## config.mk

```make
export PLATFORM = sky130hd
export DESIGN_NAME = myo_spi_responder
export DESIGN_NICKNAME = d
export VERILOG_FILES = /design/src/rtl/myo_spi_responder.sv
export SDC_FILE = /design/constraint.sdc
export NUM_CORES = 1
export LEC_CHECK = 0
export CAP_MARGIN = 15
export CORE_MARGIN = 2
export CORE_UTILIZATION = 37
export DETAILED_ROUTE_END_ITERATION = 12
export PLACE_DENSITY = 0.63
export REMOVE_ABC_BUFFERS = 1
export SLEW_MARGIN = 20
export SYNTH_ARGS = -nofsm -noshare
export SYNTH_HDL_FRONTEND = slang
export SYNTH_SLANG_ARGS = --single-unit
export TNS_END_PERCENT = 5
```

## constraint.sdc

```tcl
create_clock -name clk -period 7.4 [get_ports clk]
set_clock_uncertainty 0.1 [all_clocks]
set_input_delay 0.74 -clock clk [delete_from_list [all_inputs] [get_ports clk]]
set_output_delay 0.74 -clock clk [all_outputs]
set_load 0.01 [all_outputs]
```

## src/rtl/myo_spi_responder.sv

```systemverilog
// SPI mode-0 responder for the myocontrol bus: oversamples sck/mosi/ss_n in the
// system clock domain, deserialises master words and serialises loaded responder words.
`timescale 1ns/1ps

module myo_spi_responder #(
    parameter int WORD_WIDTH  = 16,
    parameter int MAX_WORDS   = 12,
    parameter int SYNC_STAGES = 2
) (
    input  logic                             clk,
    input  logic                             reset,
    input  logic                             sck,
    input  logic                             mosi,
    input  logic                             ss_n,
    output logic                             miso,
    output logic                             miso_oe,
    output logic [WORD_WIDTH-1:0]            rx_data,
    output logic                             rx_valid,
    output logic [$clog2(MAX_WORDS)-1:0]     rx_word_index,
    input  logic [WORD_WIDTH-1:0]            tx_data,
    output logic                             tx_load,
    output logic                             frame_active,
    output logic                             frame_done,
    output logic [$clog2(MAX_WORDS+1)-1:0]   frame_word_count,
    output logic                             frame_error
);

    localparam int BIT_W = $clog2(WORD_WIDTH + 1);
    localparam int CNT_W = $clog2(MAX_WORDS + 1);
    localparam int IDX_W = $clog2(MAX_WORDS);
    localparam logic [BIT_W-1:0] BIT_LAST = BIT_W'(WORD_WIDTH - 1);
    localparam logic [BIT_W-1:0] BIT_FULL = BIT_W'(WORD_WIDTH);
    localparam logic [CNT_W-1:0] CNT_MAX  = CNT_W'(MAX_WORDS);

    typedef enum logic [1:0] {
        IDLE    = 2'd0,
        ARMED   = 2'd1,
        SHIFT   = 2'd2,
        OVERRUN = 2'd3
    } state_t;

    logic [SYNC_STAGES-1:0] sck_sync_q, mosi_sync_q, ss_sync_q;
    logic [SYNC_STAGES:0]   sync_vld_q;
    logic                   sck_last_q, ss_last_q;
    logic                   sck_s, mosi_s, ss_s;
    logic                   sck_rise, sck_fall, ss_rise, ss_fall;

    state_t                 state_q, state_d;
    logic [BIT_W-1:0]       bit_cnt_q, bit_cnt_d;
    logic [CNT_W-1:0]       word_cnt_q, word_cnt_d;
    logic [WORD_WIDTH-1:0]  rx_shift_q, rx_shift_d;
    logic [WORD_WIDTH-1:0]  tx_shift_q, tx_shift_d;
    logic                   end_pend_q, end_pend_d;
    logic                   miso_q, miso_d;
    logic                   miso_oe_q, miso_oe_d;
    logic                   frame_active_q, frame_active_d;
    logic                   rx_valid_q, rx_valid_d;
    logic [WORD_WIDTH-1:0]  rx_data_q, rx_data_d;
    logic [IDX_W-1:0]       rx_idx_q, rx_idx_d;
    logic                   frame_done_q, frame_done_d;
    logic [CNT_W-1:0]       frame_count_q, frame_count_d;
    logic                   frame_error_q, frame_error_d;

    logic                   ending, completing, finish, finish_err;

    always_ff @(posedge clk or posedge reset) begin
        if (reset) begin
            sck_sync_q  <= '0;
            mosi_sync_q <= '0;
            ss_sync_q   <= '1;
            sync_vld_q  <= '0;
            sck_last_q  <= 1'b0;
            ss_last_q   <= 1'b1;
        end else begin
            sck_sync_q  <= {sck_sync_q[SYNC_STAGES-2:0], sck};
            mosi_sync_q <= {mosi_sync_q[SYNC_STAGES-2:0], mosi};
            ss_sync_q   <= {ss_sync_q[SYNC_STAGES-2:0], ss_n};
            sync_vld_q  <= {sync_vld_q[SYNC_STAGES-1:0], 1'b1};
            sck_last_q  <= sck_sync_q[SYNC_STAGES-1];
            ss_last_q   <= ss_sync_q[SYNC_STAGES-1];
        end
    end

    assign sck_s    = sck_sync_q[SYNC_STAGES-1];
    assign mosi_s   = mosi_sync_q[SYNC_STAGES-1];
    assign ss_s     = ss_sync_q[SYNC_STAGES-1];
    assign sck_rise = sck_s & ~sck_last_q;
    assign sck_fall = ~sck_s & sck_last_q;
    assign ss_fall  = ~ss_s & ss_last_q;
    assign ss_rise  = ss_s & ~ss_last_q;

    // NOTE: every combinational output gets a default before the case so no path
    // leaves a signal unassigned and no latch is inferred.
    always_comb begin
        state_d        = state_q;
        bit_cnt_d      = bit_cnt_q;
        word_cnt_d     = word_cnt_q;
        rx_shift_d     = rx_shift_q;
        tx_shift_d     = tx_shift_q;
        end_pend_d     = end_pend_q;
        miso_d         = miso_q;
        miso_oe_d      = miso_oe_q;
        frame_active_d = frame_active_q;
        rx_data_d      = rx_data_q;
        rx_idx_d       = rx_idx_q;
        frame_count_d  = frame_count_q;
        rx_valid_d     = 1'b0;
        frame_done_d   = 1'b0;
        frame_error_d  = 1'b0;
        tx_load        = 1'b0;
        ending         = 1'b0;
        completing     = 1'b0;
        finish         = 1'b0;
        finish_err     = 1'b0;

        case (state_q)
            IDLE: begin
                // The synchroniser reset value reads as "deselected"; only arm once
                // the pipeline holds a genuinely sampled high ss_n.
                if (sync_vld_q[SYNC_STAGES] && ss_s && ss_last_q) begin
                    state_d = ARMED;
                end
            end

            ARMED: begin
                if (ss_fall) begin
                    tx_load        = 1'b1;
                    tx_shift_d     = tx_data;
                    miso_d         = tx_data[WORD_WIDTH-1];
                    bit_cnt_d      = '0;
                    word_cnt_d     = '0;
                    end_pend_d     = 1'b0;
                    frame_active_d = 1'b1;
                    miso_oe_d      = 1'b1;
                    state_d        = SHIFT;
                end
            end

            SHIFT: begin
                ending     = ss_rise | end_pend_q;
                completing = sck_rise && (bit_cnt_q == BIT_LAST);

                if (sck_rise && (bit_cnt_q != BIT_FULL)) begin
                    rx_shift_d = {rx_shift_q[WORD_WIDTH-2:0], mosi_s};
                    bit_cnt_d  = bit_cnt_q + 1'b1;
                    if (completing) begin
                        rx_valid_d = 1'b1;
                        rx_data_d  = {rx_shift_q[WORD_WIDTH-2:0], mosi_s};
                        rx_idx_d   = word_cnt_q[IDX_W-1:0];
                        word_cnt_d = word_cnt_q + 1'b1;
                    end
                end else if (sck_fall && (bit_cnt_q != '0) && (bit_cnt_q != BIT_FULL)) begin
                    tx_shift_d = {tx_shift_q[WORD_WIDTH-2:0], 1'b0};
                    miso_d     = tx_shift_q[WORD_WIDTH-2];
                end

                // Word just completed: reload for the next word unless the frame is
                // closing or the word budget is spent.
                if (bit_cnt_q == BIT_FULL) begin
                    bit_cnt_d = '0;
                    if (!ending) begin
                        if (word_cnt_q < CNT_MAX) begin
                            tx_load    = 1'b1;
                            tx_shift_d = tx_data;
                            miso_d     = tx_data[WORD_WIDTH-1];
                        end else begin
                            miso_d  = 1'b0;
                            state_d = OVERRUN;
                        end
                    end
                end

                if (ending) begin
                    if (completing) begin
                        end_pend_d = 1'b1;
                    end else begin
                        finish     = 1'b1;
                        finish_err = (bit_cnt_q != '0) && (bit_cnt_q != BIT_FULL);
                    end
                end
            end

            OVERRUN: begin
                if (ss_rise) begin
                    finish     = 1'b1;
                    finish_err = 1'b1;
                end
            end

            default: state_d = IDLE;
        endcase

        if (finish) begin
            frame_done_d   = 1'b1;
            frame_count_d  = word_cnt_q;
            frame_error_d  = finish_err;
            frame_active_d = 1'b0;
            miso_oe_d      = 1'b0;
            miso_d         = 1'b0;
            bit_cnt_d      = '0;
            end_pend_d     = 1'b0;
            state_d        = ARMED;
        end
    end

    always_ff @(posedge clk or posedge reset) begin
        if (reset) begin
            state_q        <= IDLE;
            bit_cnt_q      <= '0;
            word_cnt_q     <= '0;
            rx_shift_q     <= '0;
            tx_shift_q     <= '0;
            end_pend_q     <= 1'b0;
            miso_q         <= 1'b0;
            miso_oe_q      <= 1'b0;
            frame_active_q <= 1'b0;
            rx_valid_q     <= 1'b0;
            rx_data_q      <= '0;
            rx_idx_q       <= '0;
            frame_done_q   <= 1'b0;
            frame_count_q  <= '0;
            frame_error_q  <= 1'b0;
        end else begin
            state_q        <= state_d;
            bit_cnt_q      <= bit_cnt_d;
            word_cnt_q     <= word_cnt_d;
            rx_shift_q     <= rx_shift_d;
            tx_shift_q     <= tx_shift_d;
            end_pend_q     <= end_pend_d;
            miso_q         <= miso_d;
            miso_oe_q      <= miso_oe_d;
            frame_active_q <= frame_active_d;
            rx_valid_q     <= rx_valid_d;
            rx_data_q      <= rx_data_d;
            rx_idx_q       <= rx_idx_d;
            frame_done_q   <= frame_done_d;
            frame_count_q  <= frame_count_d;
            frame_error_q  <= frame_error_d;
        end
    end

    assign miso             = miso_q;
    assign miso_oe          = miso_oe_q;
    assign frame_active     = frame_active_q;
    assign rx_valid         = rx_valid_q;
    assign rx_data          = rx_data_q;
    assign rx_word_index    = rx_idx_q;
    assign frame_done       = frame_done_q;
    assign frame_word_count = frame_count_q;
    assign frame_error      = frame_error_q;

endmodule

```

==> impl_metrics.py, run 1 <==
metrics = {
    "hold_path": {
        "hold_start": "sync_vld_q[1]",
        "hold_end": "sync_vld_q[2]",
        "hold_path.class": "register to register",
        "whs_path_depth": 0,
    },
    "routing": {
        "first_iter_violations": 82,
        "drc": 0,
        "wl_per_cell_um": 13.4,
        "drtPass1Iterations": 4,
        "routed_via_density": 4.78,
        "vias": 2484,
        "wl_um": 6990,
        "ant_nets": 0,
    },
    "global_route": {
        "grt_use_total": 0.140,
        "grt_pass1_wl_um": 11500,
        "grt_max_degree": 83,
        "grt_overflow": 0,
        "grt_pass1_vias": 2372,
        "antenna_found_initial": 0,
    },
    "power": {
        "peakVddDrop_mv": 0.123,
        "p_per_area_mw_per_mm2": 298,
        "p_leak_nw": 2.14,
        "finalPower_mw": 1.32,
    },
    "worst_setup_path": {
        "crit_arrival_ns": 2.55,
        "slowest_stage": "clkdlybuf4s50_1",
        "slowest_delay_ns": 0.60,
        "crit_buf_inv": 2,
        "ff2ff_setup_slack_ns": 4.42,
        "regToRegEndpoint": "rx_data[10]",
        "endpoint_kind": "output port",
        "cp-start-kind": "register",
        "r2r-start": "bit_cnt_q[1]",
        "critical-path-top-delay-family": "buffers and inverters",
        "critPathKind": "register to output port",
        "cp.required_ns": 6.56,
        "ff2ff_path_depth": 7,
        "crit_path_max_fanout": 4,
        "crit_chain": "inv_1, ha_1, nand4bb_4, nor3_1, nand3b_1, a21boi_0, clkdlybuf4s50_1",
    },
    "cells_and_area": {
        "finalNetCount": 416,
        "area_delta_synth_final_pct": 22.7,
        "seqCellArea_sq_mm": 0.00206,
        "multi_input_area_sq_mm": 0.00143,
        "layout-drive-gt1-share": 0.107,
        "num-fill-cells": 879,
        "n_antenna_cell": 0,
    },
    "synth": {
        "ys_seq_area_frac": 0.571,
        "synth.top_cell.area_share": 0.549,
        "syn_inst": 336,
        "yosys-top-cells-count": "nand2_1, dfrtp_1, mux2i_1",
        "ys.flop_type": "dfrtp_1",
        "yosysUniqueCellTypes": 46,
        "async_flop_share": 1.00,
        "synth.largest_area_cell": "dfrtp_1",
        "synth_warnings": 0,
        "synthTopCellsByArea": "dfrtp_1, nand2_1, mux2i_1",
        "syn-cell-area_sq_mm": 0.00360,
        "synth_seq_cells": 82,
        "avgSynthCellArea_sq_um": 10.7,
        "synth-edff-count": 0,
        "synth_most_common_cell": "nand2_1",
    },
    "die": {
        "start_util": 0.386,
        "coreArea_sq_mm": 0.00933,
        "num_rows": 35,
        "die_height_um": 103,
        "die_area_sq_mm": 0.0105,
        "ios": 52,
        "die_w_um": 103,
    },
    "placed_design": {
        "portBuffers": 51,
        "gp_congestion": 0.782,
        "pre_cts_ws_ns": 4.38,
        "hpwlAfterDp_um": 4710,
    },
    "sta": {
        "worstMarginPinSlew_ns": 0.764,
        "finalCriticalPeriod_ns": 3.39,
        "fmax_ghz": 0.295,
        "rsz0062_at_grt": "false",
        "setup_slack_ns": 4.01,
        "finalMaxSlewViolations": 0,
        "fin_tns_setup_ns": 0,
        "max_slew_margin": 0.491,
        "finalCritPeriodShare": 0.459,
        "hold_violations": 0,
        "finalSetupViolations": 0,
    },
    "clocking": {
        "tritoncts": "done",
        "cts_max_level": 3,
        "root_buffer": "clkbuf_8",
        "clock_latency_ns": 0.35,
        "ctsHoldBuffers": 0,
        "cts_buffers": 9,
        "clk_pin_slew_ns": 0.09,
        "cts_resized": 0,
        "post_cts_buffers": 0,
        "cts.sinks": 82,
        "cts_buffer_depth": 2,
    },
    "job": {
        "max_cap_viol_count": 0,
    },
    "status": {
        "status": "completed",
    },
}
-- flip-flops by register name (all words and copies together), names as in the netlist, 3 cells and up --
| register | cells |
|---|---|
| rx_data | 16 |
| rx_shift_q | 15 |
| tx_shift_q | 15 |
| bit_cnt_q | 5 |
| frame_word_count | 4 |
| rx_word_index | 4 |
| word_cnt_q | 4 |
| sync_vld_q | 3 |
-- worst reg2reg max path, delay by kind of cell (launching register included) --
family / cells / cell delay [ns]
flops: 1 / 0.41
buf+inv: 2 / 0.64
simple gates: 4 / 1.50
fa+ha+maj: 1 / 0.22
-- report_power, final --
group | switching (mW) | internal (mW) | total [mW]
combinational | 0.231 | 0.170 | 0.402
sequential | 0.0565 | 0.527 | 0.583
clock | 0.165 | 0.166 | 0.331
-- layout by cell type, fill, tap and decap left out, types with 3 or more instances in the layout --
cell type        count
nand2_1            103
dfrtp_1             79
clkdlybuf4s50_1     51
mux2i_1             17
mux2_2              15
o21ai_1             15
clkbuf_8            10
inv_1                9
ha_1                 9
o21ai_0              8
nor2_1               6
a21oi_1              5
o211ai_1             4
nor2b_1              4
nand3b_1             3
nand2b_1             3
clkinv_2             3
nand3_1              3
dfstp_2              3
-- kinds of logic after synthesis --
kind of cell / count (synthesis) / share of synthesized area
AND/OR/NAND/NOR: 138 / 0.172
flip-flops: 82 / 0.571
AO/OA/AOI/OAI: 49 / 0.0935
multiplexers: 32 / 0.0942
buffers and inverters: 24 / 0.0341
adder cells (fa/ha/maj): 9 / 0.0313
other: 1 / 0.00104
XOR/XNOR: 1 / 0.00243
-- per-layer routing --
metal / track usage / share of wire / vias up
met1: 0.192 / 0.48 / 1195
met4: 0.0646 / 0.020 / 0
met2: 0.219 / 0.47 / 48
met3: 0.0237 / 0.036 / 10
li1: - / - / 1231
met5: 0 / 0 / -
-- worst max path at each step --
stage	startpoint	to	depth (start not counted)
after global placement	bit_cnt_q[0]	tx_load	7
after global routing	bit_cnt_q[0]	tx_load	7
after floorplan	reset	bit_cnt_q[0]	1
final	bit_cnt_q[1]	tx_load	7
after detailed placement	bit_cnt_q[1]	tx_load	7
after CTS	bit_cnt_q[1]	tx_load	7
-- area by class of cell --
cell class                      count  area share
Sequential cell                    82       0.465
Multi-Input combinational cell    230       0.324
Timing Repair Buffer               53       0.120
Tap cell                          129      0.0365
Clock buffer                       10      0.0312
Clock inverter                      6      0.0147
Inverter                           10     0.00878
-- through the flow --
step	hold WS (ns)	instances	cell area, sq um	util
floorplan	0.231	322	3510	-
global placement	0.233	504	4200	0.450
detailed placement	0.236	504	4200	0.450
CTS	0.242	520	4400	0.472
global route	0.264	520	4420	0.474
finish	0.240	520	4420	0.474
(Power assumes the default switching activity.)
==> run 2: changes to the inputs <==
Clock period 7.4 ns to 3.3 ns, I/O delays scaled along.
==> run 2 against run 1 <==
  * Sequential power is 120% higher
  * Hold slack better by 0.0098 ns
  * Count of clock-buffer cells in the layout is 1 lower
  * Non-clock buffer count is 2 higher
  * Wire length is 0.33% higher
  * Sequential cell count stayed put
  * Register-to-register slack worse by 3.8 ns
  * Global-route usage is 0.14 points higher
  * Die area stayed put
==> impl_metrics.py, run 2 (synthesis gave the netlist of run 1 again) <==
metrics = {
    "sta": {
        "max_slew_margin": 0.471,
        "finalMaxSlewViolations": 0,
        "finalSetupViolations": 0,
        "setup_slack_ns": 0.396,
        "finalCriticalPeriod_ns": 2.90,
        "finalCritPeriodShare": 0.880,
        "fin_tns_setup_ns": 0,
        "rsz0062_at_grt": "false",
        "fmax_ghz": 0.344,
        "hold_violations": 0,
        "worstMarginPinSlew_ns": 0.793,
        "fin_hold_ws_ns": 0.250,
    },
    "die": {
        "die_height_um": 103,
        "coreArea_sq_mm": 0.00933,
        "ios": 52,
        "die_w_um": 103,
        "start_util": 0.386,
        "num_rows": 35,
        "die_area_sq_mm": 0.0105,
    },
    "cells_and_area": {
        "finalNetCount": 418,
        "area_delta_synth_final_pct": 24.4,
        "fin_cells": 522,
        "finalInstanceArea_sq_mm": 0.00448,
        "mostFrequentLayoutCells": "nand2_1, dfrtp_1, clkdlybuf4s50_1",
        "n_antenna_cell": 0,
        "final_core_util": 0.480,
        "layout_commonest_cell": "nand2_1",
        "layout-drive-gt1-share": 0.112,
        "num-fill-cells": 865,
        "largest_reg_flops": 16,
    },
    "worst_setup_path": {
        "cp.required_ns": 2.87,
        "endpoint_kind": "output port",
        "crit_arrival_ns": 2.47,
        "cp-start-kind": "register",
        "crit_chain": "inv_1, ha_1, nand4bb_4, nor3_1, nand3b_1, a21boi_0, clkdlybuf4s50_1",
        "critPathKind": "register to output port",
        "slowest_stage": "clkdlybuf4s50_1",
        "slowest_delay_ns": 0.57,
        "crit_path_max_fanout": 5,
    },
    "placed_design": {
        "pre_cts_ws_ns": 0.720,
        "placed_cell_area_sq_mm": 0.00423,
        "dp_cells": 506,
        "gp_congestion": 0.832,
        "hpwlAfterDp_um": 4920,
        "portBuffers": 51,
    },
    "routing": {
        "ant_nets": 0,
        "wl_per_cell_um": 13.4,
        "drtPass1Iterations": 5,
        "first_iter_violations": 87,
        "vias": 2514,
        "wl_um": 7010,
        "drc": 0,
        "routed_via_density": 4.82,
    },
    "power": {
        "finalPower_mw": 3.10,
        "p_per_area_mw_per_mm2": 691,
        "peakVddDrop_mv": 0.287,
        "p_leak_nw": 2.18,
    },
    "clocking": {
        "cts_resized": 0,
        "cts.sinks": 82,
        "ctsHoldBuffers": 0,
        "cts_buffers": 9,
        "clk_pin_slew_ns": 0.09,
        "root_buffer": "clkbuf_8",
        "tritoncts": "done",
        "cts_max_level": 3,
        "post_cts_buffers": 0,
        "clock_latency_ns": 0.35,
        "cts_buffer_depth": 2,
    },
    "global_route": {
        "antenna_found_initial": 0,
        "grt_max_degree": 51,
        "grt_pass1_wl_um": 11600,
        "grt_use_total": 0.142,
        "grt_overflow": 0,
        "grt_pass1_vias": 2379,
    },
    "hold_path": {
        "hold_path.class": "input pin to async pin",
    },
    "status": {
        "status": "completed",
    },
    "job": {
        "max_cap_viol_count": 0,
    },
}
run 2: layout make-up:
type	instances	area, sq um	share of cell area
clock buffer	9	124	0.0277
clock inverter	7	125	0.0279
inverter	10	38.8	0.00866
multi-input combinational	230	1420	0.317
sequential	82	2060	0.459
tap	129	161	0.0360
timing repair buffer	55	553	0.123
run 2: power by group:
part / total, mW / switching [mW] / internal [mW]
sequential: 1.31 / 0.126 / 1.18
combinational: 0.894 / 0.505 / 0.389
clock: 0.895 / 0.385 / 0.511
total: 3.10 / 1.02 / 2.08
run 2: final timing paths:
check,endpoint,slack (ns),depth (start not counted),from
setup / recovery,tx_load,0.40,7,bit_cnt_q[0]
hold / removal,state_q[0],0.25,2,reset
setup reg to reg,state_q[0],0.67,9,bit_cnt_q[0]
hold reg to reg,sync_vld_q[2],0.25,0,sync_vld_q[1]
max in group asynchronous,frame_done,2.19,3,reset
min in group clk,sync_vld_q[2],0.25,0,sync_vld_q[1]
run 2: layer usage:
| layer | GRT usage | wire (um) | vias up |
|---|---|---|---|
| li1 | - | - | 1238 |
| met1 | 0.199 | 3380 | 1215 |
| met2 | 0.214 | 3280 | 53 |
| met3 | 0.0332 | 263 | 8 |
| met4 | 0.0533 | 85 | 0 |
| met5 | 0 | 0 | - |
run 2: critical path, delay by kind of cell (launching register included):
family | cells | cell delay, ns
buffers and inverters | 2 | 0.65
flip-flops | 1 | 0.44
AO/OA/AOI/OAI | 1 | 0.22
adder cells (fa/ha/maj) | 1 | 0.22
AND/OR/NAND/NOR | 3 | 0.61
